## config.mk

```make
export PLATFORM = sky130hd
export DESIGN_NAME = axil_cmd_master_flat
export DESIGN_NICKNAME = d
export VERILOG_FILES = /design/src/rtl/axil_pkg.sv /design/src/rtl/axil_if.sv /design/src/rtl/axil_cmd_master.sv /design/src/flat_wrapper.sv
export SDC_FILE = /design/constraint.sdc
export NUM_CORES = 1
export LEC_CHECK = 0
export BUFFER_PORTS_ARGS = -buffer_cell sky130_fd_sc_hd__buf_2
export CORE_MARGIN = 2
export CORE_UTILIZATION = 46
export DETAILED_ROUTE_END_ITERATION = 10
export PLACE_DENSITY = 0.8
export SLEW_MARGIN = 30
export SYNTH_ARGS = -nofsm -noshare
export SYNTH_HDL_FRONTEND = slang
export SYNTH_SLANG_ARGS = --single-unit
export TNS_END_PERCENT = 30
```

## constraint.sdc

```tcl
create_clock -name clk -period 2.5 [get_ports clk]
set_input_delay 0.125 -clock clk [delete_from_list [all_inputs] [get_ports clk]]
set_output_delay 0.125 -clock clk [all_outputs]
set_load 0.01 [all_outputs]
```

## src/rtl/axil_pkg.sv

```systemverilog
// Shared AXI-Lite definitions.
//   resp_t  : BRESP/RRESP encoding (OKAY, EXOKAY, SLVERR, DECERR).
//   state_t : command-master FSM states.
//   DATA_W  : AXI-Lite data width (fixed at 32).
package axil_pkg;

    localparam int DATA_W = 32;

    typedef enum logic [1:0] {
        OKAY   = 2'd0,
        EXOKAY = 2'd1,
        SLVERR = 2'd2,
        DECERR = 2'd3
    } resp_t;

    typedef enum logic [2:0] {
        IDLE    = 3'd0,
        WR_REQ  = 3'd1,
        WR_RESP = 3'd2,
        RD_REQ  = 3'd3,
        RD_RESP = 3'd4,
        RSP     = 3'd5
    } state_t;

endpackage

```

## src/rtl/axil_if.sv

```systemverilog
// AXI-Lite bus bundle.
//   Parameter ADDR_W : byte-address width.
//   modport master   : drives AW/W/AR payload+valid, BREADY, RREADY.
//   modport slave    : mirror image of master.
interface AxiLite #(
    parameter int ADDR_W = 8
);
    logic                        awvalid;
    logic                        awready;
    logic [ADDR_W-1:0]           awaddr;
    logic [2:0]                  awprot;

    logic                        wvalid;
    logic                        wready;
    logic [axil_pkg::DATA_W-1:0] wdata;
    logic [3:0]                  wstrb;

    logic                        bvalid;
    logic                        bready;
    logic [1:0]                  bresp;

    logic                        arvalid;
    logic                        arready;
    logic [ADDR_W-1:0]           araddr;
    logic [2:0]                  arprot;

    logic                        rvalid;
    logic                        rready;
    logic [axil_pkg::DATA_W-1:0] rdata;
    logic [1:0]                  rresp;

    modport master (
        output awvalid, awaddr, awprot, input awready,
        output wvalid, wdata, wstrb,    input wready,
        input  bvalid, bresp,           output bready,
        output arvalid, araddr, arprot, input arready,
        input  rvalid, rdata, rresp,    output rready
    );

    modport slave (
        input  awvalid, awaddr, awprot, output awready,
        input  wvalid, wdata, wstrb,    output wready,
        output bvalid, bresp,           input bready,
        input  arvalid, araddr, arprot, output arready,
        output rvalid, rdata, rresp,    input rready
    );
endinterface

```

## src/rtl/axil_cmd_master.sv

```systemverilog
// Single-outstanding AXI-Lite command master.
// Accepts one read/write command at a time on a valid/ready command port,
// runs it on the AXI-Lite bus and returns the response (read data and the
// raw BRESP/RRESP) on a valid/ready response port.
//   clk, rst               : clock, asynchronous active-high reset
//   cmd_valid/cmd_ready    : command handshake (ready only when idle)
//   cmd_write              : 1 = write, 0 = read
//   cmd_addr               : byte address, bits [1:0] forced to 0 on the bus
//   cmd_data/cmd_strb      : write data and byte strobes
//   rsp_valid/rsp_ready    : response handshake
//   rsp_data/rsp_resp      : read data (0 for writes), response code
//   bus                    : AXI-Lite master port
module axil_cmd_master
    import axil_pkg::*;
#(
    parameter int         ADDR_W = 8,
    parameter logic [2:0] PROT   = 3'b000
) (
    input  logic              clk,
    input  logic              rst,
    input  logic              cmd_valid,
    output logic              cmd_ready,
    input  logic              cmd_write,
    input  logic [ADDR_W-1:0] cmd_addr,
    input  logic [31:0]       cmd_data,
    input  logic [3:0]        cmd_strb,
    output logic              rsp_valid,
    input  logic              rsp_ready,
    output logic [31:0]       rsp_data,
    output logic [1:0]        rsp_resp,
    AxiLite.master            bus
);

    // Word-align the captured address.
    localparam logic [ADDR_W-1:0] ADDR_MASK = ~ADDR_W'(3);

    state_t              state_q, state_d;
    logic [ADDR_W-1:0]   addr_q, addr_d;
    logic [DATA_W-1:0]   data_q, data_d;
    logic [3:0]          strb_q, strb_d;
    logic                write_q, write_d;
    logic                awvalid_q, awvalid_d;
    logic                wvalid_q, wvalid_d;
    logic                arvalid_q, arvalid_d;
    logic [DATA_W-1:0]   rsp_data_q, rsp_data_d;
    resp_t               rsp_resp_q, rsp_resp_d;

    always_ff @(posedge clk or posedge rst) begin
        if (rst) begin
            state_q    <= IDLE;
            addr_q     <= '0;
            data_q     <= '0;
            strb_q     <= '0;
            write_q    <= 1'b0;
            awvalid_q  <= 1'b0;
            wvalid_q   <= 1'b0;
            arvalid_q  <= 1'b0;
            rsp_data_q <= '0;
            rsp_resp_q <= OKAY;
        end else begin
            state_q    <= state_d;
            addr_q     <= addr_d;
            data_q     <= data_d;
            strb_q     <= strb_d;
            write_q    <= write_d;
            awvalid_q  <= awvalid_d;
            wvalid_q   <= wvalid_d;
            arvalid_q  <= arvalid_d;
            rsp_data_q <= rsp_data_d;
            rsp_resp_q <= rsp_resp_d;
        end
    end

    always_comb begin
        state_d    = state_q;
        addr_d     = addr_q;
        data_d     = data_q;
        strb_d     = strb_q;
        write_d    = write_q;
        awvalid_d  = awvalid_q;
        wvalid_d   = wvalid_q;
        arvalid_d  = arvalid_q;
        rsp_data_d = rsp_data_q;
        rsp_resp_d = rsp_resp_q;

        case (state_q)
            IDLE: begin
                if (cmd_valid && cmd_ready) begin
                    addr_d  = cmd_addr & ADDR_MASK;
                    data_d  = cmd_data;
                    strb_d  = cmd_strb;
                    write_d = cmd_write;
                    if (cmd_write) begin
                        awvalid_d = 1'b1;
                        wvalid_d  = 1'b1;
                        state_d   = WR_REQ;
                    end else begin
                        arvalid_d = 1'b1;
                        state_d   = RD_REQ;
                    end
                end
            end
            WR_REQ: begin
                // AW and W retire independently; a valid that is already
                // low simply stays low, so the exit test covers either order
                // and the same-cycle case.
                awvalid_d = awvalid_q && !bus.awready;
                wvalid_d  = wvalid_q && !bus.wready;
                if (!awvalid_d && !wvalid_d) begin
                    state_d = WR_RESP;
                end
            end
            RD_REQ: begin
                if (bus.arready) begin
                    arvalid_d = 1'b0;
                    state_d   = RD_RESP;
                end
            end
            WR_RESP, RD_RESP: begin
                // write_q selects which response channel is being waited on.
                if (write_q ? bus.bvalid : bus.rvalid) begin
                    rsp_data_d = write_q ? '0 : bus.rdata;
                    rsp_resp_d = resp_t'(write_q ? bus.bresp : bus.rresp);
                    state_d    = RSP;
                end
            end
            RSP: begin
                if (rsp_ready) begin
                    state_d = IDLE;
                end
            end
            default: state_d = IDLE;
        endcase
    end

    // Gated by rst so the port reads 0 while reset is held even though the
    // state register already sits in IDLE.
    assign cmd_ready = (state_q == IDLE) && !rst;

    assign rsp_valid = (state_q == RSP);
    assign rsp_data  = rsp_data_q;
    assign rsp_resp  = rsp_resp_q;

    assign bus.awvalid = awvalid_q;
    assign bus.awaddr  = addr_q;
    assign bus.awprot  = PROT;
    assign bus.wvalid  = wvalid_q;
    assign bus.wdata   = data_q;
    assign bus.wstrb   = strb_q;
    assign bus.bready  = (state_q == WR_RESP);
    assign bus.arvalid = arvalid_q;
    assign bus.araddr  = addr_q;
    assign bus.arprot  = PROT;
    assign bus.rready  = (state_q == RD_RESP);

endmodule

```

## src/flat_wrapper.sv

```systemverilog
// flat-port wrapper written by rule: the top's interface ports become plain ports
module axil_cmd_master_flat import axil_pkg::*;
#(
    parameter int         ADDR_W = 8,
    parameter logic [2:0] PROT   = 3'b000
)
  (clk, rst, cmd_valid, cmd_ready, cmd_write, cmd_addr, cmd_data, cmd_strb, rsp_valid, rsp_ready, rsp_data, rsp_resp, bus_awvalid, bus_awaddr, bus_awprot, bus_awready, bus_wvalid, bus_wdata, bus_wstrb, bus_wready, bus_bvalid, bus_bresp, bus_bready, bus_arvalid, bus_araddr, bus_arprot, bus_arready, bus_rvalid, bus_rdata, bus_rresp, bus_rready);
  AxiLite #(.ADDR_W(ADDR_W)) bus_i ();
  input  logic clk;
  input  logic rst;
  input  logic cmd_valid;
  output logic cmd_ready;
  input  logic cmd_write;
  input  logic [ADDR_W-1:0] cmd_addr;
  input  logic [31:0] cmd_data;
  input  logic [3:0] cmd_strb;
  output logic rsp_valid;
  input  logic rsp_ready;
  output logic [31:0] rsp_data;
  output logic [1:0] rsp_resp;
  output wire logic [$bits(bus_i.awvalid)-1:0] bus_awvalid;
  output wire logic [$bits(bus_i.awaddr)-1:0] bus_awaddr;
  output wire logic [$bits(bus_i.awprot)-1:0] bus_awprot;
  input wire logic [$bits(bus_i.awready)-1:0] bus_awready;
  output wire logic [$bits(bus_i.wvalid)-1:0] bus_wvalid;
  output wire logic [$bits(bus_i.wdata)-1:0] bus_wdata;
  output wire logic [$bits(bus_i.wstrb)-1:0] bus_wstrb;
  input wire logic [$bits(bus_i.wready)-1:0] bus_wready;
  input wire logic [$bits(bus_i.bvalid)-1:0] bus_bvalid;
  input wire logic [$bits(bus_i.bresp)-1:0] bus_bresp;
  output wire logic [$bits(bus_i.bready)-1:0] bus_bready;
  output wire logic [$bits(bus_i.arvalid)-1:0] bus_arvalid;
  output wire logic [$bits(bus_i.araddr)-1:0] bus_araddr;
  output wire logic [$bits(bus_i.arprot)-1:0] bus_arprot;
  input wire logic [$bits(bus_i.arready)-1:0] bus_arready;
  input wire logic [$bits(bus_i.rvalid)-1:0] bus_rvalid;
  input wire logic [$bits(bus_i.rdata)-1:0] bus_rdata;
  input wire logic [$bits(bus_i.rresp)-1:0] bus_rresp;
  output wire logic [$bits(bus_i.rready)-1:0] bus_rready;
  assign bus_awvalid = bus_i.awvalid;
  assign bus_awaddr = bus_i.awaddr;
  assign bus_awprot = bus_i.awprot;
  assign bus_i.awready = bus_awready;
  assign bus_wvalid = bus_i.wvalid;
  assign bus_wdata = bus_i.wdata;
  assign bus_wstrb = bus_i.wstrb;
  assign bus_i.wready = bus_wready;
  assign bus_i.bvalid = bus_bvalid;
  assign bus_i.bresp = bus_bresp;
  assign bus_bready = bus_i.bready;
  assign bus_arvalid = bus_i.arvalid;
  assign bus_araddr = bus_i.araddr;
  assign bus_arprot = bus_i.arprot;
  assign bus_i.arready = bus_arready;
  assign bus_i.rvalid = bus_rvalid;
  assign bus_i.rdata = bus_rdata;
  assign bus_i.rresp = bus_rresp;
  assign bus_rready = bus_i.rready;
  axil_cmd_master #(.ADDR_W(ADDR_W), .PROT(PROT)) u_core (.clk(clk), .rst(rst), .cmd_valid(cmd_valid), .cmd_ready(cmd_ready), .cmd_write(cmd_write), .cmd_addr(cmd_addr), .cmd_data(cmd_data), .cmd_strb(cmd_strb), .rsp_valid(rsp_valid), .rsp_ready(rsp_ready), .rsp_data(rsp_data), .rsp_resp(rsp_resp), .bus(bus_i));
endmodule
```

* Yosys cells after proc, flatten, opt, wreduce, memory -nomap -nowiden *
Index checks and enable logic that the tools add are counted.

word-level totals
  flip-flop bits (word level) = 83
  logic and storage cells = 59

cells by class
  eq/ne operators = 12
  muxes and demuxes = 18
  reduce and logical (&&, ||, !) cells = 19

operators by type and width
  cell                                                                     count
  32-bit 2-to-1 mux                                                        1
  3-bit 2-to-1 mux                                                         5
  3-bit case mux with 5 select lines                                       1
  2-bit by 1-bit inequality test with 1-bit output, second input constant  4
  3-bit by 2-bit equality test with 1-bit output, second input constant    2
  3-bit equality test, second input constant                               2
  1-bit 2-to-1 mux                                                         6
  2-bit inequality test, second input constant                             3
  1-bit case mux with 2 select lines                                       3
  1-bit logical AND                                                        5
  1-bit zero test                                                          5
  5-bit AND reduction                                                      1
  2-bit 2-to-1 mux                                                         2
  2-bit AND reduction                                                      2
  4-bit AND reduction                                                      1
  2-bit nonzero test                                                       2
  3-bit by 1-bit equality test with 1-bit output, second input constant    1
  3-bit zero test                                                          1
  3-bit AND reduction                                                      1
  2-bit OR reduction                                                       1

* Depth between registers and ports, before layout *
Gate-level depths: netlist of run 1.

  depth in word-level cells = 6
  gate-level depth with buffers = 6
  mapped depth without buffers = 3

* Worst setup path after synthesis of run 1 *
OpenSTA, ideal clock, no wires.

  kind = reg2reg
  start point = register u_core.state_q[2]
  end point = register u_core.addr_q[2] (netlist: u_core.bus.araddr[2])
  library setup time = 0.125 ns
  arrival time = 1.616 ns
  data required time = 2.375 ns
  slack = 0.759 ns
  stages on the path, launching flop included = 7
  path buffers = 3
  clock period less this slack = 1.741 ns
  path through = dfrtp_1 buf_4 nor4_4 and2_4 buf_12 buf_12 mux2_4

between the ends
  word-level cells in the longest chain between the ends = 4

ends and longest elaborated chain
  what                                  line                    RTL
  start: declaration                    axil_cmd_master.sv:37   state_t state_q, state_d;
  start signal: assignment              axil_cmd_master.sv:61   state_q <= state_d;
  3-bit zero test                       axil_cmd_master.sv:138  assign cmd_ready = (state_q == IDLE) && !rst;
  1-bit logical AND                     axil_cmd_master.sv:138
  via cmd_ready                         flat_wrapper.sv:12      output logic cmd_ready;
  1-bit logical AND                     axil_cmd_master.sv:88   if (cmd_valid && cmd_ready) begin
  2-bit AND reduction (no source line)  -
  end signal: assignment                axil_cmd_master.sv:62   addr_q <= addr_d;
  end: declaration                      axil_cmd_master.sv:38   logic [ADDR_W-1:0] addr_q, addr_d;

The timed path passes the listed nets, and every way through them passes these cells.
A chain may end at the register's enable or synchronous reset.

* Final worst setup path of run 1 *
  start point = register u_core.state_q[0]
  end point = register u_core.data_q[5] (netlist: u_core.bus.wdata[5])

between the ends
  word-level cells in the longest chain between the ends = 4

ends and longest elaborated chain
  what                                      line                                           RTL
  3-bit zero test (*)                       axil_cmd_master.sv:86, axil_cmd_master.sv:138
  1-bit logical AND                         axil_cmd_master.sv:138
  1-bit logical AND                         axil_cmd_master.sv:88
  2-bit AND reduction (no source line) (*)  -
  end signal: assignment                    axil_cmd_master.sv:63                          data_q <= data_d;
  end: declaration                          axil_cmd_master.sv:39                          logic [DATA_W-1:0] data_q, data_d;

Every way passes the cells marked *; elsewhere a longest branch is shown, timed or not.

==> results.md, run 1 <==
- Summed over all failing endpoints, the final setup total negative slack is 0 ns.
- Setup repair after global routing left no endpoint under its margin.
- Detailed placement finished with a half-perimeter wire length of between 5 and 6 mm.
- The initial utilization of the core area, before any placement, comes to 0.472.
- The flow ran to the end, and the final reports show no timing, DRC or antenna violations.
- The horizontal extent of the die is about 96 µm.
- The largest fanout on the critical path is 38.
- The number of buffer and inverter instances along the worst setup path is 1.
- The hold violation total from the final report was 0.
- The region available for standard cell placement spans roughly 8000 µm².
- For this design the static power due to leakage is 2.58 nW.
- The wire length per cell after detailed routing is roughly 15 µm.
- The path class of the tightest hold or removal check is in -> reg.
- The detailed-route via count is ~2,700.
- The worst relative slew slack is 0.589.
- In the finished design, the share of the clock period the worst path needs comes to 0.772.
- The cell area power density is about 1200 nW/µm².
- The proportion of layout cells with a drive suffix above 1 is 0.612.
- The via count normalized by instance count is ~4.7.
- The largest individual stage delay along the critical path comes from the cell dfrtp_1.
- The largest stage delay on the critical path is about 0.55 ns.
- The first-pass iteration count of the detailed router is 4.
- The largest clock skew in the final design is 0.00676 ns.
- The count of buffers inserted at the top-level ports is 176.
- The tree is rooted in a clkbuf_8.
- VDD sags by at most slightly above 0.6 mV.
- The die covers roughly 9000 µm².
- The final wirelength is ~8.3 mm.
- The number of hold buffers added after cts is 16.
- The transition time at the pin with the least slew margin is 0.615 ns.
- The category of the most critical setup path is reg -> reg.
- In this run, CTS created clock tree buffers numbering 9.
- At the end of routability-driven placement, the weighted congestion stood at around 0.76.
- The total global routing overflow is 0.
- The H-tree generated during clock tree synthesis spans 3 levels.
- The initial antenna violation count is 0.
- The part of the Yosys area used for sequential elements is 0.538.
- Setup violations remaining at the end of the flow were counted as 0.
- The xor/xnor share of the synthesized area is 0.00227.
- The kind of cell adding the most delay to the critical path is simple AND/OR/NAND/NOR gates.
- The synthesized flop and latch total is between 80 and 90.
- The number of different library cells used by synthesis comes to 32.
- The critical path endpoint category is a register.
- The worst setup slack before clock tree synthesis is ~0.57 ns.
- The data required time of the worst path is ~2.7 ns.
- The main combinational cell family by area after synthesis is multiplexers.
- At the end of the flow, the number of nets in the layout was ~540.
- The first global-routing pass estimated about 13 mm of wire.
- During synthesis, Yosys emitted a total of 0 warnings.
- The number of global-route vias before repair came to 2,585.
- Walking the worst path, the cells encountered are nor4_4, and2_4, buf_12, mux2_2.
- The count of final max-slew check failures came to 0.
- The number of gates given a new drive strength after cts is 0.
- After layout, the worst setup slack is about 0.57 ns.
- The count of nets left with antenna violations once routing finished came out at 0.
- The number of placed I/O pins is between 150 and 200.
- The mean instance size in the synthesized netlist is between 10 and 15 µm².
- In this run the post-CTS setup repair buffer count came out at 0.
- The maximum clock rate is about 520 MHz.
- The total routing usage reported by global routing is 0.180.
- The detailed-route DRC error count is 0.
- After synthesis the cells add up to a little under 4000 µm².
- The number of buffers between clock root and the deepest sink is 2.
- The signal arrival time at the worst endpoint is around 2.2 ns.
- Entering global routing, the biggest net connects 50 pins.
- The cell count after synthesis came out at ~260.
- The CTS tree is done.
- The worst setup path is launched from a register.
- The post-synthesis to final-layout area growth is 30.9%.
- The fraction of the mapped netlist area in simple logic gates is 0.0891.
- After floorplanning, the core was divided into 33 placement rows.
- The adder and majority gate portion of the synthesized area is 0.
- The clock transition time at the flip-flop clock pins of the worst setup and hold paths is ~0.080 ns.
- The compound-cell area share of the yosys netlist came to 0.0220.
- The die is roughly 96 µm tall.
- The later-pin clock latency in the skew report is 0.34 ns.
- The max-capacitance violation count is 0.
- After synthesis, the share of cell area in mux cells is 0.270.
- The CTS sink count is 83.
- After layout, the minimum clock period comes to ~1.9 ns.
- For this block, the initial DRC count from the detailed router was 42.
- 0 antenna diodes ended up in the layout.
metal layers:
layer  up-vias  track usage  routed length (µm)
met2       110        0.295                4170
met4         0       0.0798                 196
met5         -            0                   0
met1      1288        0.226                3380
met3        20       0.0435                 547
li1       1244            -                   -
synthesized netlist by cell type:
cell type	number	area share
nand3_1	2	0.0026
buf_4	18	0.035
inv_1	3	0.0029
buf_2	1	0.0013
or4b_2	1	0.0026
o311ai_0	1	0.0023
or4b_1	1	0.0026
or2b_1	1	0.0019
buf_6	3	0.0087
a21oi_1	1	0.0013
dfrtp_1	83	0.54
o22a_1	1	0.0023
nor2_1	4	0.0039
a31oi_1	1	0.0016
buf_12	5	0.026
a211o_1	1	0.0023
clkbuf_1	4	0.0039
o211a_1	1	0.0026
nor2b_1	35	0.057
nand2_1	3	0.0029
and2_4	1	0.0023
mux2_4	38	0.15
a22o_1	2	0.0045
xnor2_1	1	0.0023
o21ai_0	4	0.0052
mux2_2	41	0.12
nand2b_1	1	0.0016
and3b_1	1	0.0023
mux2i_1	1	0.0026
nor4_4	1	0.0055
conb_1	1	0.00097
nor3_4	1	0.0042
layout by cell type, fill, tap and decap left out, drive strengths merged, types with 3 or more instances in the layout:
master       Yosys  layout
nor2b           35      35
buf             27     180
clkbuf           4       9
conb             1      10
clkinv           0       5
dfrtp           83      83
o21ai            4       4
nand2            3       3
nor2             4       4
dlygate4sd3      0      20
mux2            79      79
registers in the layout (all words and copies together) (netlist names):
name	cells
u_core.bus.araddr	6
u_core.bus.arvalid	1
u_core.bus.awvalid	1
u_core.bus.wdata	32
u_core.bus.wstrb	4
u_core.bus.wvalid	1
u_core.rsp_data	32
u_core.rsp_resp	2
u_core.state_q	3
u_core.write_q	1
stage by stage:
stage | power (mW) | area (µm²) | instances | utilization | hold slack, ns
floorplan | 4.34 | 3890 | 272 | - | 0.232
global placement | 5.09 | 4670 | 526 | 0.572 | 0.255
detailed placement | 5.21 | 4670 | 526 | 0.572 | 0.264
CTS | 6.15 | 5020 | 557 | 0.614 | 0.0000639
global route | 6.52 | 5060 | 561 | 0.618 | 0.000523
finish | 6.09 | 5060 | 561 | 0.618 | 0.0137
worst paths after layout:
path                                       end                 from  slack (ns)  cells past startpoint
max in group asynchronous   u_core.bus.awvalid                  rst        1.38                      4
max                        u_core.bus.wdata[5]    u_core.state_q[0]        0.57                      4
min in group asynchronous   u_core.rsp_data[4]                  rst        0.45                      3
min reg2reg                u_core.rsp_data[11]  u_core.rsp_data[11]        0.51                      1
max reg2reg                u_core.bus.wdata[5]    u_core.state_q[0]        0.57                      4
min                        u_core.bus.wdata[4]          cmd_data[4]        0.01                      2
worst register-to-register path, cell delays in order, from the launching register on:
cell and delay [ns]:
dfrtp_1 0.55, nor4_4 0.32, and2_4 0.28, buf_12 0.29, mux2_2 0.38
area by class of cell:
cell class / count / area (µm²)
clock buffer: 9 / 124
clock inverter: 6 / 57.6
fill: 688 / 3120
inverter: 3 / 12.5
multi-input combinational: 155 / 1520
sequential: 83 / 2080
tap: 105 / 131
timing repair buffer: 200 / 1140
kinds of logic after synthesis:
group                  count (synthesis)
flip-flops                            83
multiplexers                          80
AND/OR/NAND/NOR                       52
buffers and inverters                 34
AO/OA/AOI/OAI                         12
XOR/XNOR                               1
other                                  1
power by group:
group / leakage (nW) / internal, mW / switching (mW)
combinational: 1.47 / 1.53 / 1.22
sequential: 1.01 / 2.00 / 0.429
clock: 0.0946 / 0.449 / 0.461
total: 2.58 / 3.98 / 2.11
Note: power is estimated with default switching activity, not from simulation.
==> run 2: changes to the inputs <==
--- a/config.mk
+++ b/config.mk
@@ -5,11 +5,12 @@
 export SDC_FILE = /design/constraint.sdc
 export NUM_CORES = 1
 export LEC_CHECK = 0
+export ABC_AREA = 1
 export BUFFER_PORTS_ARGS = -buffer_cell sky130_fd_sc_hd__buf_2
 export CORE_MARGIN = 2
 export CORE_UTILIZATION = 46
 export DETAILED_ROUTE_END_ITERATION = 10
-export PLACE_DENSITY = 0.8
+export PLACE_DENSITY = 0.81
 export SLEW_MARGIN = 30
 export SYNTH_ARGS = -nofsm -noshare
 export SYNTH_HDL_FRONTEND = slang
==> constraint.sdc (replaced) <==
create_clock -name clk -period 2 [get_ports clk]
set_input_delay 0.1 -clock clk [delete_from_list [all_inputs] [get_ports clk]]
set_output_delay 0.1 -clock clk [all_outputs]
set_load 0.01 [all_outputs]
==> results.md, run 2 <==
- The root buffer cell is clkbuf_8.
- The worst relative slew slack is 0.515 (-0.0740).
- The CTS tree is done.
- The xor/xnor share of the synthesized area is 0 (-0.00227).
- The synthesized flop and latch total is 83 (unchanged).
- The largest clock skew in the final design is 0.0130 ns (+0.00621 ns).
- The half-perimeter wire length after placement is 5.95 mm (+2.9%).
- The largest net degree at the start of global routing came to 84 (+68%).
- The main combinational cell family by area after synthesis is simple AND/OR/NAND/NOR gates.
- The final worst setup slack is 0.287 ns (-0.283 ns).
- The post-synthesis mux area share is 0 (-0.270).
- The total setup violations reported at the end of the flow is 0 (unchanged).
- The proportion of layout cells with a drive suffix above 1 is 0.367 (-0.245).
- The yosys synthesis warning count is 0 (unchanged).
- The fraction of synthesis flops using an asynchronous set or reset pin came to 1.00 (unchanged).
- The clock transition time at the flip-flop clock pins of the worst setup and hold paths came to 0.09 ns (about the same).
- By area the synthesized netlist is led by dfrtp_1, nand2_1, nand3_2.
- The layout filler cell count is 566 (-18%).
- The horizontal extent of the die is 94.2 µm (-1.5%).
- The signal arrival time at the worst endpoint came to 1.96 ns (-0.19 ns).
- The count of routing violations after the opening detailed-route iteration is 119 (+180%).
- The routed wire length on met3 is 903 µm (+65%).
- The maximum level of the CTS H-tree is 3 (unchanged).
- The number of placed I/O pins is 189 (unchanged).
- The part of the Yosys area used for sequential elements is 0.555 (+0.0175).
- From synthesis to final layout, the design area changed by 45.0%.
- The first-pass GRT wire length came to 16.8 mm (+32%).
- The maximum clock rate is 584 MHz (+13%).
- The fraction of the mapped netlist area in simple logic gates was 0.249 (+0.160).
- The worst setup slack before clock tree synthesis was 0.308 ns (-0.266 ns).
- The area inside the core boundary was 7810 µm² (-4.5%).
- Setup repair after global routing left no endpoint under its margin.
- The compound-cell area share of the yosys netlist came to 0.0793 (+0.0573).
- The leakage power of the design is 2.99 nW (+16%).
- The count of final max-slew check failures came to 0 (unchanged).
- The classification of the worst-slack hold path is in -> reg.
- The count of buffers inserted at the top-level ports is 176 (unchanged).
- The initial antenna violation count is 0 (unchanged).
- The area occupied by multi-input gates was 1270 µm² (-16%).
- The maximum vdd drop is 0.811 mV (+33%).
- The die outline area is 8870 µm² (-3.0%).
- The run finished with clean final reports.
- The remaining number of nets flagged by the antenna check after routing is 0 (unchanged).
- The cell area power density is 1370 nW/µm² (+14%).
- The category of the most critical setup path is reg -> reg.
- The top cell types in the final layout, fill and taps aside, are buf_2, nand2_1, dfrtp_1.
- The total routing usage reported by global routing was 0.242 (+0.0618).
- The hold violation total from the final report was 0 (unchanged).
- The biggest area consumer among synthesized cells is dfrtp_1.
- The die outline height is 94.2 µm (-1.5%).
- The met1 wire length came to 4.02 mm (+19%).
- The sequential cell area is 2080 µm² (unchanged).
- The portion of the clock cycle consumed by the worst path in the final layout was 0.856 (+0.0846).
- The max-capacitance violation count is 0 (unchanged).
- The largest fanout on the critical path is 63 (+66%).
- The later-pin clock latency in the skew report came to 0.34 ns (about the same).
- In the synthesized netlist the dominant register cell turns out to be dfrtp_1.
- The transition time at the pin with the least slew margin is 0.727 ns (+0.112 ns).
- The count of flip-flops with a built-in enable after synthesis is 0 (unchanged).
- The number of global-route vias before repair is 3,658 (+42%).
- The worst setup path is launched from a register.
- The CTS sink count is 83 (unchanged).
- The first-pass iteration count of the detailed router is 4 (unchanged).
- The detailed-route via count is 3,626 (+36%).
- Routed signal wires occupy layers up through met4.
- The detailed-route DRC error count is 0 (unchanged).
- The via count normalized by instance count is 4.81 (+1.3%).
- The minimum clock period is 1.71 ns (-0.217 ns).
- The cell count after synthesis is 417 (+59%).
- The adder and majority gate portion of the synthesized area is 0 (unchanged).
- The number of gates given a new drive strength after cts is 0 (unchanged).
- The worst setup path is captured at a register.
- The placement row count is 32 (-3.0%).
- The most common cell in the synthesized netlist is nand2_1.
- The wire length per cell after detailed routing was 13.7 µm (-7.2%).
- The number of CTS-inserted buffers is 9 (unchanged).
- The netlist area before placement came to 3740 µm² (-3.1%).
- The most common cell after layout, fill and taps aside is buf_2.
- The final wirelength is 10.3 mm (+25%).
- The wire length on met2 is 5.20 mm (+25%).
- The number of buffers between clock root and the deepest sink was 2 (unchanged).
- The mean instance size in the synthesized netlist is 8.97 µm² (-39%).
- The global placement routability congestion is 0.731 (-3.8%).
- The worst-case hold slack is 0.00969 ns (-0.00404 ns).
- The data required time of the worst path was 2.25 ns (-0.47 ns).
- The setup TNS is 0 ns (unchanged).
- The total global routing overflow was 0 (unchanged).
- The commonest cells after synthesis are nand2_1, dfrtp_1, inv_1.
- The starting utilization of the core area is 0.479 (+0.00671).
- The unique cell type count in the Yosys netlist is 24 (-25%).
- The number of nets in the layout is 736 (+36%).
- The share of Yosys cell area claimed by the top area cell type is 0.555 (+0.0175).
run 2: cell types whose count changed in the layout (fill, tap and decap cells not counted), sizes merged, moves of 3 or more:
cell | before | now
inv | 2 | 45
dlygate4sd3 | 20 | 63
a21boi | 0 | 3
mux2 | 79 | 0
clkbuf | 9 | 12
o21ai | 4 | 34
nand2 | 3 | 152
nor2b | 35 | 0
a21oi | 1 | 5
nand3 | 2 | 39
nor2 | 4 | 14
run 2: area by class of cell:
type / count / area share
Inverter: 47 / 0.0335
Multi-Input combinational cell: 261 / 0.234
Clock inverter: 4 / 0.00946
Sequential cell: 83 / 0.383
Timing Repair Buffer: 244 / 0.291
Clock buffer: 12 / 0.0249
Tap cell: 102 / 0.0235
Antenna cell: 1 / 0.000461
run 2: power by group:
part	leakage (nW)	total (mW)	internal, mW	switching, mW
combinational	1.84	3.32	1.35	1.97
clock	0.0906	1.15	0.580	0.571
sequential	1.05	2.98	2.47	0.506
total	2.99	7.45	4.40	3.04
run 2: what timing repair did:
item,CTS,global route
buffers inserted,0,0
hold buffers,63,0
endpoints found under the hold margin,63,0
run 2: final timing paths:
| check | start | end | slack, ns | cells after the start |
|---|---|---|---|---|
| worst max-delay path | u_core.state_q[1] | u_core.rsp_data[28] | 0.29 | 6 |
| worst min-delay path | bus_rdata[25] | u_core.rsp_data[25] | 0.01 | 3 |
| worst max register to register | u_core.state_q[1] | u_core.rsp_data[28] | 0.29 | 6 |
| worst min register to register | u_core.bus.wdata[18] | u_core.bus.wdata[18] | 0.48 | 2 |
| max in group asynchronous | rst | u_core.bus.wdata[25] | 1.49 | 3 |
| min in group asynchronous | rst | u_core.bus.wdata[3] | 0.02 | 3 |
run 2: stage by stage:
step	utilization	std cells	area, µm²	total power, mW
2_1_floorplan	-	426	3780	5.01
3_3_place_gp	0.589	674	4600	6.02
3_5_place_dp	0.590	674	4600	6.16
4_1_cts	0.694	753	5420	7.43
5_1_grt	0.694	753	5420	8.07
6_report	0.695	754	5420	7.45
run 2: kinds of logic after synthesis:
group,after synthesis
simple gates,208
flops,83
buf+inv,82
compound gates,43
other cells,1
run 2: worst max-delay path, cell delays in order, from the launching register on:
cell and delay, ns:
dfrtp_1 0.47, nor2_2 0.20, nand2_2 0.11, a21boi_4 0.27, buf_12 0.33, nand3_1 0.12, o21ai_1 0.11
run 2: layer usage:
metal | track usage | vias up
met5 | 0 | -
met4 | 0.0978 | 0
met3 | 0.0666 | 22
met2 | 0.412 | 182
met1 | 0.288 | 1707
li1 | - | 1715
